**src/rtl/ball_motion_ctrl.sv**
```systemverilog
// Tilt-driven ball motion: per-axis phase accumulators produce step requests, each
// single-pixel move is bounds-checked and then vetted by an external map lookup.
module ball_motion_ctrl #(
    parameter int CLK_FREQUENCY_HZ = 100000000,
    parameter int POS_WIDTH        = 8,
    parameter int TILT_WIDTH       = 8,
    parameter int ACC_WIDTH        = 24,
    parameter int X_MAX            = 159,
    parameter int Y_MAX            = 119,
    parameter int X_START          = 0,
    parameter int Y_START          = 0,
    parameter int DEADZONE         = 4
) (
    input  logic                         clk,
    input  logic                         reset,
    input  logic                         enable,
    input  logic signed [TILT_WIDTH-1:0] tilt_x,
    input  logic signed [TILT_WIDTH-1:0] tilt_y,
    output logic                         map_req,
    output logic        [POS_WIDTH-1:0]  map_x,
    output logic        [POS_WIDTH-1:0]  map_y,
    input  logic                         map_ack,
    input  logic                         map_blocked,
    output logic        [POS_WIDTH-1:0]  x_pos,
    output logic        [POS_WIDTH-1:0]  y_pos,
    output logic                         pos_update,
    output logic                         bump_x,
    output logic                         bump_y
);

    // The magnitude must fit the accumulator; the clock rate only scales the step rate.
    if (ACC_WIDTH < TILT_WIDTH || CLK_FREQUENCY_HZ < 1) begin : g_bad_params
        $error("ball_motion_ctrl: ACC_WIDTH too small or CLK_FREQUENCY_HZ invalid");
    end

    localparam logic signed [TILT_WIDTH-1:0] TILT_MIN = {1'b1, {(TILT_WIDTH-1){1'b0}}};
    localparam logic        [TILT_WIDTH-1:0] TILT_SAT = {1'b0, {(TILT_WIDTH-1){1'b1}}};
    localparam logic        [TILT_WIDTH-1:0] DEAD     = TILT_WIDTH'(DEADZONE);
    localparam logic        [POS_WIDTH:0]    X_LIM    = (POS_WIDTH+1)'(X_MAX);
    localparam logic        [POS_WIDTH:0]    Y_LIM    = (POS_WIDTH+1)'(Y_MAX);
    localparam logic        [POS_WIDTH:0]    ONE      = (POS_WIDTH+1)'(1);

    typedef enum logic [1:0] {IDLE, CHECK, COMMIT, REJECT} state_t;

    state_t                 state, state_nxt;
    logic [ACC_WIDTH-1:0]   acc_x, acc_y;
    logic [ACC_WIDTH:0]     sum_x, sum_y;
    logic                   pend_x, pend_y;
    logic                   dir_x, dir_y;
    logic                   sel_y;
    logic                   start, pick_y, cand_out;
    logic [POS_WIDTH:0]     base, cand;

    function automatic logic [TILT_WIDTH-1:0] tilt_mag(input logic signed [TILT_WIDTH-1:0] t);
        logic [TILT_WIDTH-1:0] m;
        if (t == TILT_MIN)
            m = TILT_SAT;
        else if (t[TILT_WIDTH-1])
            m = -t;
        else
            m = t;
        if (m <= DEAD)
            m = '0;
        return m;
    endfunction

    assign sum_x   = {1'b0, acc_x} + (ACC_WIDTH+1)'(tilt_mag(tilt_x));
    assign sum_y   = {1'b0, acc_y} + (ACC_WIDTH+1)'(tilt_mag(tilt_y));
    assign map_req = (state == CHECK);

    // Candidate is formed one bit wider so stepping below zero lands above the limit.
    always_comb begin
        start     = enable && (pend_x || pend_y);
        pick_y    = ~pend_x;
        base      = pick_y ? {1'b0, y_pos} : {1'b0, x_pos};
        cand      = (pick_y ? dir_y : dir_x) ? base - ONE : base + ONE;
        cand_out  = cand > (pick_y ? Y_LIM : X_LIM);
        state_nxt = state;
        case (state)
            IDLE:    if (start) state_nxt = cand_out ? REJECT : CHECK;
            CHECK:   if (map_ack) state_nxt = map_blocked ? REJECT : COMMIT;
            default: state_nxt = IDLE;
        endcase
    end

    always_ff @(posedge clk) begin
        if (reset)
            state <= IDLE;
        else
            state <= state_nxt;
    end

    always_ff @(posedge clk) begin
        if (reset) begin
            acc_x      <= '0;
            acc_y      <= '0;
            pend_x     <= 1'b0;
            pend_y     <= 1'b0;
            dir_x      <= 1'b0;
            dir_y      <= 1'b0;
            sel_y      <= 1'b0;
            map_x      <= '0;
            map_y      <= '0;
            x_pos      <= POS_WIDTH'(X_START);
            y_pos      <= POS_WIDTH'(Y_START);
            pos_update <= 1'b0;
            bump_x     <= 1'b0;
            bump_y     <= 1'b0;
        end else begin
            pos_update <= 1'b0;
            bump_x     <= 1'b0;
            bump_y     <= 1'b0;
            if (enable) begin
                acc_x <= sum_x[ACC_WIDTH-1:0];
                acc_y <= sum_y[ACC_WIDTH-1:0];
            end
            // A carry arriving while a move is already pending is dropped.
            if (enable && sum_x[ACC_WIDTH] && !pend_x) begin
                pend_x <= 1'b1;
                dir_x  <= tilt_x[TILT_WIDTH-1];
            end
            if (enable && sum_y[ACC_WIDTH] && !pend_y) begin
                pend_y <= 1'b1;
                dir_y  <= tilt_y[TILT_WIDTH-1];
            end
            case (state)
                IDLE: begin
                    if (start) begin
                        sel_y <= pick_y;
                        if (!cand_out) begin
                            map_x <= pick_y ? x_pos : cand[POS_WIDTH-1:0];
                            map_y <= pick_y ? cand[POS_WIDTH-1:0] : y_pos;
                        end
                    end
                end
                COMMIT: begin
                    pos_update <= 1'b1;
                    if (sel_y) begin
                        y_pos  <= map_y;
                        pend_y <= 1'b0;
                    end else begin
                        x_pos  <= map_x;
                        pend_x <= 1'b0;
                    end
                end
                REJECT: begin
                    if (sel_y) begin
                        bump_y <= 1'b1;
                        pend_y <= 1'b0;
                    end else begin
                        bump_x <= 1'b1;
                        pend_x <= 1'b0;
                    end
                end
                default: ;
            endcase
        end
    end

endmodule

```
**config.mk**
```make
export PLATFORM = sky130hd
export DESIGN_NAME = ball_motion_ctrl
export DESIGN_NICKNAME = d
export VERILOG_FILES = /design/src/rtl/ball_motion_ctrl.sv
export SDC_FILE = /design/constraint.sdc
export NUM_CORES = 1
export LEC_CHECK = 0
export CORE_UTILIZATION = 55
export DETAILED_ROUTE_END_ITERATION = 6
export GPL_TIMING_DRIVEN = 0
export PLACE_DENSITY = 0.78
export SYNTH_ARGS = -nofsm -noshare
export SYNTH_HDL_FRONTEND = slang
export SYNTH_SLANG_ARGS = --single-unit
```
**constraint.sdc**
```tcl
create_clock -name clk -period 5.05 [get_ports clk]
set_input_delay 1.01 -clock clk [delete_from_list [all_inputs] [get_ports clk]]
set_output_delay 1.01 -clock clk [all_outputs]
set_load 0.01 [all_outputs]
```
==> run metrics <==
Final Hold Viols 0; post-DR vias/cell 5.86; DRT Wirelength 13,100 µm; M1 WL 6000 µm; clock buffer depth 2; Yosys reg bits 90; unrepaired setup endpoints after global routing no; Hold Crit Class reg2reg; # setup viols final 0; Top Ports 57; status finished, final reports clean; Final Non-Filler Cells 839; largest net degree at the start of global routing 20; met3 WL 566 µm; CORE AREA 0.00933 mm²; Yosys top cell by area dfxtp_1; LEAKAGE 2.37 nW; vias in the first global route 4,675; measured slew at the worst slew-check pin 0.962 ns; Synth Area per Inst 8.35 µm²; I/O Buffers 54; Worst Hold Slack 0.475 ns; reg2reg start pend_x; WHS Path Cells 2; initial DRC count 169; Syn Inst Count 641; top layer in use met4; HP Start map_y[1]; Area Overhead vs Synth 17.4%; top cells by area, synth dfxtp_1 34%, ha_1 7.0%, mux2i_1 6.0%; syn nets 695; die area 0.0101 mm²; r2r setup slk 0.28 ns; Setup Total Neg Slack 0 ns; commonest register cell after synthesis dfxtp_1; DP Cell Count 824; H-tree Lvls 3; GR Overflow Total 0; Cell variety after synth 65; DR pass1 iterations 5; Yosys top cell area share 0.336; Filler cells 819; Post-synth EDFFs 0; sequential share of the synthesized area 0.336; crit end category flop; clock-pin slew on the worst setup and hold paths 0.10 ns; Hold EP y_pos[1]; initial antenna violation count 0; CP Class reg2reg; Async SR Flop Fraction 0; crit path time final 4.77 ns; most frequent cell after synthesis dfxtp_1; Tcrit/Tclk final 0.945; minimum setup slack in the final design 0.276 ns; Placer Congestion 0.893; DP Wirelength 9690 µm; DR DRC count 0; Crit-path slowest cell dfxtp_1; total CTS buffers 9; crit-path max cell delay 0.41 ns; CP startpoint kind flop; IR drop worst, VDD 0.255 mV; mapped cell area 0.00536 mm²; Worst EP arrival 5.07 ns; chip height 101 µm; worst-path fanout max 19; Worst slew margin 0.356; fmax 0.209 GHz; Pwr Total 0.00156 W; antenna cells 0; starting density of the core 0.574; DP Worst Slack -0.211 ns; Post-CTS Setup Bufs 0; list of most frequent post-synthesis cells 90 x dfxtp_1, 81 x nor2_1, 53 x nand2_1; FF-to-FF path depth 17; gr usage total 0.260; Rows 35; maxcap violations 0; Required @ worst endpoint 5.35 ns; Die X 101 µm; Antenna Nets Post-Route 0; first-pass GRT wire length 21,100 µm; clock root cell clkbuf_8; clk sink count 90; later-pin clock latency in the skew report 0.37 ns; Worst R2R End map_x[3]; wire per inst 15.6 µm; CP cell instances clkbuf_4 -> clkbuf_2 -> mux2_2 -> ha_1 -> a21o_1 -> a221oi_1 -> o21bai_1 -> xor2_1 -> ha_1 -> nand4_1 -> nor2_1 -> a211o_1 -> o21ai_2 -> buf_4 -> buf_4 -> o21ai_0 -> a21oi_1; clk_skew 0.0109 ns; final-stage net count 759; met2 wire length 6190 µm; Max Slew Vio Count 0; via count 4,914; Power per Cell Area 248 mW/mm²; fraction of layout cells with a size suffix above 1 0.0620; Synth warnings 0; TritonCTS clock tree built
[stage by stage]
step	cell area, µm²	util
finish	6290	0.674
global route	6290	0.674
detailed placement	6060	0.649
floorplan	5360	-
global placement	6060	0.649
CTS	6260	0.671
[layer usage]
layer  GRT usage  up-vias
met4       0.100        0
met5           0        -
li1            -     2423
met1       0.325     2345
met3      0.0534       33
met2       0.440      113
[cell families after synthesis]
family	Yosys count	synth area share
DFF	90	0.336
and+or+nand+nor	218	0.196
buffers and inverters	50	0.0376
xor gates and xnor gates	45	0.0736
adders and majority gates	33	0.0813
muxes	39	0.0745
AOI/OAI and AO/OA	166	0.200
[registers in the layout (all words and copies together), names as in the netlist, 2 cells and up]
signal	flops
y_pos	8
state	2
acc_x	24
acc_y	24
map_y	8
x_pos	8
map_x	8
[timing repair]
item	CTS	global route
gates resized for setup	1	7
setup endpoints to repair	17	27
pin swaps	0	0
hold buffers	0	0
[report_power, final]
part	leakage [nW]	internal [W]	switching, W
sequential	0.728	0.000732	0.0000139
combinational	1.53	0.000125	0.000159
clock	0.103	0.000238	0.000289
[worst max-delay path: cells and delay by family, from the launching register on]
family / cells / cell delay [ns]
AOI/OAI and AO/OA: 7 / 1.56
xor gates and xnor gates: 1 / 0.40
adders and majority gates: 2 / 0.71
buffers and inverters: 4 / 1.10
DFF: 1 / 0.41
muxes: 1 / 0.38
and+or+nand+nor: 2 / 0.14
[worst max-delay path by stage]
stage	cells past startpoint	end	startpoint	slack, ns
6_report	17	map_x[3]	pend_x	0.28
5_1_grt	19	dir_x	tilt_x[0]	0.02
4_1_cts	17	acc_y[23]	tilt_y[0]	0.19
3_5_place_dp	17	map_x[7]	pend_x	-0.21
3_3_place_gp	17	acc_y[23]	tilt_y[0]	-0.08
2_1_floorplan	17	map_x[5]	pend_x	0.63
[area by class of cell]
type	count	area [µm²]	area share
multi-input cells	501	3370	0.537
flip-flops and latches	90	1800	0.287
repair buffers	54	541	0.0860
well taps	129	161	0.0257
clock buffers	9	124	0.0197
plain buffers	26	115	0.0183
inverters	23	86.3	0.0137
clock inverters	7	83.8	0.0133
[layout by cell type (no fill, tap or decap), types with 3 or more instances in the layout]
cell             instances
a211o_1                  8
a211oi_1                 6
a21o_1                   5
a21oi_1                 47
a31oi_1                  5
and2_1                   3
and3_1                   9
buf_4                    3
clkbuf_1                18
clkbuf_8                 9
clkdlybuf4s50_1         54
dfxtp_1                 90
fa_1                     3
ha_1                    30
inv_1                   22
inv_6                    3
mux2_2                   7
mux2i_1                 32
nand2_1                 53
nand2b_1                 5
nand3_1                  8
nand4_1                  5
nor2_1                  81
nor2b_1                  7
nor3_1                  10
nor4_1                   3
o211ai_1                10
o21a_1                   8
o21ai_0                 41
o21bai_1                 7
o41ai_1                  4
or3_1                   16
xnor2_1                 20
xor2_1                  25
No activity file was read; power rests on OpenSTA's default activity.
